File: src/rtl/alu_seq_core.sv
// alu_seq_core: handshaked unsigned ALU with iterative shift-add multiply and restoring divide
module alu_seq_core #(
  parameter int WIDTH = 8
) (
  input  logic               clk,
  input  logic               rst,
  input  logic               in_valid,
  output logic               in_ready,
  input  logic [WIDTH-1:0]   a,
  input  logic [WIDTH-1:0]   b,
  input  logic [2:0]         op,
  output logic               out_valid,
  input  logic               out_ready,
  output logic [2*WIDTH-1:0] result,
  output logic               dbz,
  output logic               busy
);
  localparam int W2 = 2 * WIDTH;
  localparam int CW = $clog2(WIDTH + 1);
  typedef enum logic [1:0] {IDLE, ITER, DONE} state_t;
  state_t            state_q;
  logic [W2-1:0]     acc_q, opnd_q, result_q, acc_d, fast_d;
  logic [WIDTH-1:0]  sh_q, sh_d, diff;
  logic [WIDTH:0]    trial;
  logic [2:0]        op_q;
  logic [CW-1:0]     cnt_q;
  logic              out_valid_q, busy_q, dbz_q, accept, dz, iter_op, ge;
  assign out_valid = out_valid_q;
  assign busy      = busy_q;
  assign dbz       = dbz_q;
  assign result    = result_q;
  // acc_q is the product accumulator (mul) or partial remainder (div/rem); sh_q is the multiplier or the dividend/quotient shift register
  always_comb begin
    in_ready = state_q == IDLE && !rst;
    accept   = in_valid && in_ready;
    dz       = (op == 3'd3 || op == 3'd4) && b == '0;
    iter_op  = op == 3'd2 || ((op == 3'd3 || op == 3'd4) && !dz);
    fast_d   = op == 3'd0 ? W2'(a) + W2'(b) :
               op == 3'd1 ? W2'(a) - W2'(b) :
               op == 3'd5 ? W2'(a & b) :
               op == 3'd6 ? W2'(a | b) :
               op == 3'd7 ? W2'(a ^ b) : '1;
    trial    = {acc_q[WIDTH-1:0], sh_q[WIDTH-1]};
    ge       = trial >= {1'b0, opnd_q[WIDTH-1:0]};
    diff     = trial[WIDTH-1:0] - opnd_q[WIDTH-1:0];
    acc_d    = op_q == 3'd2 ? (sh_q[0] ? acc_q + opnd_q : acc_q) : W2'(ge ? diff : trial[WIDTH-1:0]);
    sh_d     = op_q == 3'd2 ? sh_q >> 1 : {sh_q[WIDTH-2:0], ge};
  end
  // control FSM and datapath registers; the last iteration loads the result directly from the step logic
  always_ff @(posedge clk or posedge rst) begin
    if (rst) begin
      state_q     <= IDLE;
      out_valid_q <= 1'b0;
      busy_q      <= 1'b0;
      dbz_q       <= 1'b0;
      result_q    <= '0;
      acc_q       <= '0;
      opnd_q      <= '0;
      sh_q        <= '0;
      op_q        <= '0;
      cnt_q       <= '0;
    end else begin
      case (state_q)
        IDLE: if (accept) begin
          op_q  <= op;
          cnt_q <= CW'(WIDTH);
          if (iter_op) begin
            state_q <= ITER;
            busy_q  <= 1'b1;
            acc_q   <= '0;
            sh_q    <= op == 3'd2 ? b : a;
            opnd_q  <= W2'(op == 3'd2 ? a : b);
          end else begin
            state_q     <= DONE;
            out_valid_q <= 1'b1;
            result_q    <= fast_d;
            dbz_q       <= dz;
          end
        end
        ITER: begin
          acc_q  <= acc_d;
          sh_q   <= sh_d;
          opnd_q <= op_q == 3'd2 ? opnd_q << 1 : opnd_q;
          cnt_q  <= cnt_q - CW'(1);
          if (cnt_q == CW'(1)) begin
            state_q     <= DONE;
            busy_q      <= 1'b0;
            out_valid_q <= 1'b1;
            dbz_q       <= 1'b0;
            result_q    <= op_q == 3'd3 ? W2'(sh_d) : acc_d;
          end
        end
        DONE: if (out_ready) begin
          state_q     <= IDLE;
          out_valid_q <= 1'b0;
        end
        default: state_q <= IDLE;
      endcase
    end
  end
endmodule

File: config.mk
export PLATFORM = sky130hd
export DESIGN_NAME = alu_seq_core
export DESIGN_NICKNAME = d
export VERILOG_FILES = /design/src/rtl/alu_seq_core.sv
export SDC_FILE = /design/constraint.sdc
export NUM_CORES = 1
export LEC_CHECK = 0
export ABC_AREA = 1
export BUFFER_PORTS_ARGS = -buffer_cell sky130_fd_sc_hd__buf_2
export CAP_MARGIN = 20
export CORE_MARGIN = 1.5
export CORE_UTILIZATION = 50
export CTS_CLUSTER_DIAMETER = 80
export DETAILED_ROUTE_END_ITERATION = 12
export GPL_TIMING_DRIVEN = 0
export PLACE_DENSITY_LB_ADDON = 0.12
export SETUP_SLACK_MARGIN = 0.3
export SLEW_MARGIN = 30
export SYNTH_ARGS = -nofsm -noshare
export SYNTH_HDL_FRONTEND = slang
export SYNTH_SLANG_ARGS = --single-unit
export TNS_END_PERCENT = 100
File: constraint.sdc
create_clock -name clk -period 2.6 [get_ports clk]
set_input_delay 0.26 -clock clk [delete_from_list [all_inputs] [get_ports clk]]
set_output_delay 0.26 -clock clk [all_outputs]
set_load 0.05 [all_outputs]
# Word-level counts from Yosys, hierarchy flattened
# Index checks and enable logic that the tools add are counted.
[word_totals] register_bits=68 latchBits=0 ram_bits=0 romBits=0 inputBits=23 out_inout_bits=20 word_cells=103 n_memories=0
[classes] add_sub_neg=5 n_mul=0 div_mod_pow=0 magnitude_cmp=1 n_eq_ne=18 n_shift=0 muxes=45 bitwise_logic=3 n_reduce_logical=21
[op_table] operator="two-way mux 16 bit" n=16
[op_table] operator="case mux 16 bit (2 select lines)" n=3
[op_table] operator="two-way mux 8 bit" n=6
[op_table] operator="adder 16 bit" n=1
[op_table] operator="case mux 8 bit (2 select lines)" n=1
[op_table] operator="== test 3 x 2 -> 1 bit, second input constant" n=4
[op_table] operator="== test 3 bit, second input constant" n=4
[op_table] operator="!= test 2 bit, second input constant" n=6
[op_table] operator="AND reduction 4 bit" n=3
[op_table] operator="adder 8 x 8 -> 9 bit" n=1
[op_table] operator="greater-or-equal comparator 9 x 8 -> 1 bit" n=1
[op_table] operator="two-way mux 1 bit" n=9
[op_table] operator="subtractor 8 x 8 -> 9 bit" n=1
[op_table] operator="AND 8 bit" n=1
[op_table] operator="logical NOT 8 bit" n=1
[op_table] operator="two-way mux 2 bit" n=4
[op_table] operator="bitwise OR 8 bit" n=1
[op_table] operator="case mux 4 bit (2 select lines)" n=1
[op_table] operator="subtractor 8 bit" n=1
[op_table] operator="bitwise XOR 8 bit" n=1
[op_table] operator="case mux 2 bit (3 select lines)" n=1
[op_table] operator="AND reduction 3 bit" n=2
[op_table] operator="AND reduction 5 bit" n=1
[op_table] operator="== test 4 x 1 -> 1 bit, second input constant" n=1
[op_table] operator="other kinds (15)" n=22

# Logic depth before layout (Yosys ltp)
[depth] word_depth=9 mapped_depth=17 mapped_depth_nobuf=16

# Worst setup path after synthesis
# No wires, ideal clock.
[synth_timing] path_type="register to register" start="reg state_q[1]" end="reg result_q[12], in the netlist result[12]" setup_time_ps=130 arrival_time_ps=2110 required_ps=2470 slack_ps=361 stages_incl_launch_ff=9 path_buffers=0 period_less_slack_ps=2239 path_cell_list="dfrtp_1 nor3_2 nand2_2 nand2_2 nand2_1 nor2_2 nand2_4 a31oi_4 a21oi_1"
[synth_via] elab_chain_len=5 elab_cells_between_ends=10 classes_between="eq/ne: 4; mux: 1; reduce/logical: 5"
[synth_rtl] element="from (decl)" line="21" source="state_t state_q;"
[synth_rtl] element="from (signal assigned)" line="52" source="state_q <= IDLE;"
[synth_rtl] element="from (signal assigned)" line="68" source="state_q <= ITER;"
[synth_rtl] element="from (signal assigned)" line="74" source="state_q <= DONE;"
[synth_rtl] element="logical NOT 2 bit" line="34" source="in_ready = state_q == IDLE && !rst;"
[synth_rtl] element="logical AND 1 bit" line="34"
[synth_rtl] element="net in_ready" line="8" source="output logic in_ready,"
[synth_rtl] element="logical AND 1 bit" line="35" source="accept = in_valid && in_ready;"
[synth_rtl] element="!= test 2 bit (no line)"
[synth_rtl] element="AND reduction 4 bit (no line)"
[synth_rtl] element="to (signal assigned)" line="76" source="result_q <= fast_d;"
[synth_rtl] element="to (signal assigned)" line="90" source="result_q <= op_q == 3'd3 ? W2'(sh_d) : acc_d;"
[synth_rtl] element="to (decl)" line="22" source="logic [W2-1:0] acc_q, opnd_q, result_q, acc_d, fast_d;"
# The timed path passes the listed nets, and every way through them passes these cells.
# A chain may end at the register's enable or synchronous reset.

# Worst setup path after layout
[layout_timing] start="reg opnd_q[2]" end="reg result_q[7], in the netlist result[7]"
[layout_via] elab_chain_len=6 elab_cells_between_ends=9 classes_between="add/sub: 2; order compare: 1; mux: 6"
[layout_rtl] element="from (decl)" line="22"
[layout_rtl] element="from (signal assigned)" line="72" source="opnd_q <= W2'(op == 3'd2 ? a : b);"
[layout_rtl] element="from (signal assigned)" line="83" source="opnd_q <= op_q == 3'd2 ? opnd_q << 1 : opnd_q;"
[layout_rtl] element="adder 16 bit, or another cell as far along" line="46" source="acc_d = op_q == 3'd2 ? (sh_q[0] ? acc_q + opnd_q : acc_q) : W2'(ge ? diff : trial[WIDTH-1:0]);"
[layout_rtl] element="two-way mux 16 bit / two-way mux 8 bit (equally long branches)" line="46"
[layout_rtl] element="two-way mux 16 bit *" line="46"
[layout_rtl] element="two-way mux 16 bit *" line="90"
[layout_rtl] element="two-way mux 16 bit *" line="85" source="if (cnt_q == CW'(1)) begin"
[layout_rtl] element="case mux 16 bit (2 select lines) *" line="63" source="case (state_q)"
# Every way passes the cells marked *; elsewhere a longest branch is shown, timed or not. The select of a mux whose other input is x is not followed.

==> results by group <==
Status
  – Outcome: completed

Pwr
  – P_int: 3.85 mW
  – Sequential power share: 0.224
  – Pleak: 3.49 nW
  – Switching fraction of total power: 0.524
  – Switch Pwr: ~4.2 mW
  – Worst vdd ir: 1010 uV
  – Combinational Power Share: 0.632
  – PwrDens: 1170 nW/um2
  – Clk network pwr share: 0.144

Setup path
  – Worst endpoint required time: about 2800 ps
  – Crit path launch type: flip-flop
  – FF-to-FF Start: opnd_q[2]$_DFFE_PP0P_
  – Worst r2r path cells: 16
  – Setup CP Type: flip-flop to flip-flop
  – Critical path data arrival time: 2460 ps
  – R2r setup slk: 370 ps
  – Max FO, Critical Path: 10
  – Setup crit end kind: flip-flop
  – R2R Path End: result[7]$_DFFE_PP0P_

Min path
  – Hold Crit Depth: 2
  – Hold path start: out_ready
  – Hold Path Sink: state_q[1]$_DFFE_PP0P_
  – Hold Crit Class: input port to flip-flop

Placed design
  – DP Area: 6450 um2
  – Dpl cells: 1084
  – IO Port Bufs: 42
  – RD Place Congestion: 0.940
  – Detail Placement HPWL: 14.1 mm

Cells and area
  – Layout cells sized above 1: 0.127
  – Post-route cell area: 6900 um2
  – Fill cells: 1157
  – P&R area growth vs syn: 14.2%
  – Final-stage net count: ~1000
  – Register Area: 1710 um2
  – Util after Layout: 0.594
  – Area of the multi-input gates: 3740 um2
  – Fin cells: 1108
  – # diodes: 0

Route
  – Final WL: 18.0 mm
  – Remaining antenna violation count after routing: 0
  – Pre-antenna DRT Iters: 5
  – Vias: 6263
  – WL per Instance: roughly 16 um
  – Via/cell ratio: 5.65
  – First DRT Iteration DRCs: approximately 550
  – DRC viols: 0

Flow run
  – Max-cap violation count: 0

Yosys
  – Syn. warnings: 0
  – Mean Syn Cell Area: between 6 and 7 um2
  – Post-synth EDFFs: 0
  – Post-synth ARST share: 1.00
  – Syn_nets: 974
  – Cell type with the largest total area after synthesis: dfrtp_1
  – Post-synthesis cell count: 898
  – Area of the mapped netlist: 6040 um2
  – Seq/Total Area, Yosys: 0.282
  – Top FF cell, synth: dfrtp_1
  – Synth top area cells: dfrtp_1 28%, nand2_1 14%, ha_1 10%
  – Post-synth top area share: 0.282
  – Flops & latches, synth: 68
  – Library cells used by synthesis: 46

Clocking
  – CTS tree: yes
  – Max Root-Sink Buffers: 2
  – Clock Pin Slew Worst Setup and Hold Paths: ~60 ps
  – H-tree depth: 3
  – CTS Sinks: roughly 70
  – Clock Tree Root: clkbuf_16
  – Inserted Clock Buffers: 9
  – Worst-Skew Late Latency: 330 ps

STA
  – Fmax: 448 MHz
  – Period minus WS final: roughly 2200 ps
  – Worst Max-Slew Pin Slew: approximately 640 ps
  – Fin. Hold Viols: 0
  – Setup violators final: 0
  – Clock Skews: a little under 9 ps
  – Final Max Tran Viols: 0
  – RSZ-0062 raised after global routing: true
  – Period utilization: 0.859
  – Worst rel slew slack: 0.571

Global route
  – Initial antenna violation count: 0
  – Remaining Overflow, GRT: 0
  – Vias in the first global route: 5607
  – Total GRT Usage: 0.289
  – First-pass GRT wire length: 29.1 mm
  – Pin count of the biggest net entering global routing: 38

Floorplan
  – Initial Util: 0.520
  – Ports: 43
  – Die W: 113 um
  – Row count: 39
  – Area of the die: 12700 um2
  – Die Height: approximately 110 um
  – Core area: around 12000 um2
-- power groups by stage --
stage	Sequential (mW)	Clock (mW)	Combinational [mW]
6_report	1.81	1.16	5.12
5_1_grt	1.85	1.21	5.66
4_1_cts	1.81	1.17	4.84
3_5_place_dp	1.83	0	4.72
3_3_place_gp	1.83	0	4.69
2_1_floorplan	2.20	0	3.10
-- routing by layer --
layer,part of all wire,up-vias,GRT usage
li1,-,3087,-
met1,0.48,2921,0.431
met2,0.44,229,0.445
met3,0.068,26,0.0343
met4,0.018,0,0.0792
met5,0,-,0
-- placed cells by master (no fill, tap or decap), drive strengths merged, types with 2 or more instances in the layout --
| cell type | instances |
|---|---|
| inv | 139 |
| clkinv | 4 |
| nand3 | 80 |
| fa | 4 |
| dfrtp | 68 |
| o2111ai | 5 |
| o21ai | 83 |
| xnor2 | 2 |
| clkbuf | 21 |
| a31oi | 3 |
| o32ai | 2 |
| nor2 | 67 |
| nand4 | 17 |
| o22ai | 3 |
| nand2 | 224 |
| o21a | 2 |
| o31ai | 2 |
| o21bai | 5 |
| buf | 68 |
| xor2 | 11 |
| nor3 | 5 |
| ha | 49 |
| o211ai | 22 |
| a21oi | 69 |
| clkinvlp | 2 |
-- flip-flops by register name (all words and copies together), names as in the netlist --
name and cells:
acc_q 16, busy 1, cnt_q 4, dbz 1, op_q 3, opnd_q 16, out_valid 1, result 16
sh_q 8, state_q 2
-- logic make-up after synthesis --
family                   share of synthesized area
AO/OA/AOI/OAI                                0.193
XOR/XNOR                                    0.0189
adder cells (fa/ha/maj)                      0.115
buffers and inverters                        0.113
flip-flops                                   0.282
AND/OR/NAND/NOR                              0.278
-- cells in the mapped netlist, types with 2 or more instances --
master       n
nand2_1    219
inv_1      135
nand3_1     80
o21ai_0     80
a21oi_1     68
dfrtp_1     68
nor2_1      65
ha_1        49
o211ai_1    22
nand4_1     17
buf_2       11
xor2_1      11
clkbuf_1    10
o2111ai_1    5
o21bai_1     5
fa_1         4
nand2_2      4
buf_4        3
buf_6        3
nor3_1       3
o22ai_1      3
a31oi_1      2
clkinv_1     2
inv_2        2
o21a_1       2
o21ai_1      2
o31ai_1      2
o32ai_1      2
xnor2_1      2
-- critical path, cell delays in order (launching register included) --
cell	delay, ps
dfrtp_1	410
inv_1	110
ha_4	320
nand2_1	60
nor2_1	100
nand2_1	80
nand3_1	110
nand2_2	90
nand2_1	120
buf_6	150
nand2_1	60
nand3_1	90
nand3_1	120
nand2_1	140
nand2_1	70
nand2_1	60
nand2_1	40
-- stage by stage --
stage | hold slack, ps | setup TNS, ps | setup slack (ps) | power, mW
floorplan | 368 | 0 | 361 | 5.30
global placement | 468 | -19640 | -293 | 6.51
detailed placement | 325 | 0 | 211 | 6.55
CTS | 129 | 0 | 250 | 7.82
global route | 136 | 0 | 207 | 8.73
finish | 134 | 0 | 366 | 8.09
-- area by class of cell --
class / instances / area share
multi-input combinational: 662 / 0.543
clock buffer: 10 / 0.0347
tap: 143 / 0.0259
inverter: 140 / 0.0769
buffer: 28 / 0.0229
clock inverter: 5 / 0.00544
timing repair buffer: 52 / 0.0435
sequential: 68 / 0.248
-- worst max path at each step --
stage / startpoint / end / slack, ps / cells after the start
2_1_floorplan: state_q[1]$_DFFE_PP0P_ / result[12]$_DFFE_PP0P_ / 360 / 8
3_3_place_gp: rst / acc_q[6]$_DFFE_PP0P_ / -290 / 2
3_5_place_dp: acc_q[1]$_DFFE_PP0P_ / result[4]$_DFFE_PP0P_ / 210 / 14
4_1_cts: opnd_q[0]$_DFFE_PP0P_ / result[4]$_DFFE_PP0P_ / 250 / 11
5_1_grt: opnd_q[2]$_DFFE_PP0P_ / result[7]$_DFFE_PP0P_ / 210 / 16
6_report: opnd_q[2]$_DFFE_PP0P_ / result[7]$_DFFE_PP0P_ / 370 / 16
-- what timing repair did --
item / CTS / global route
pin swaps: 1 / 3
hold buffers: 1 / 0
setup buffers: 2 / 6
endpoints found under the hold margin: 31 / 0
endpoints found under the setup margin: 9 / 23
resized for setup: 7 / 21
Note: power is estimated with default switching activity, not from simulation.
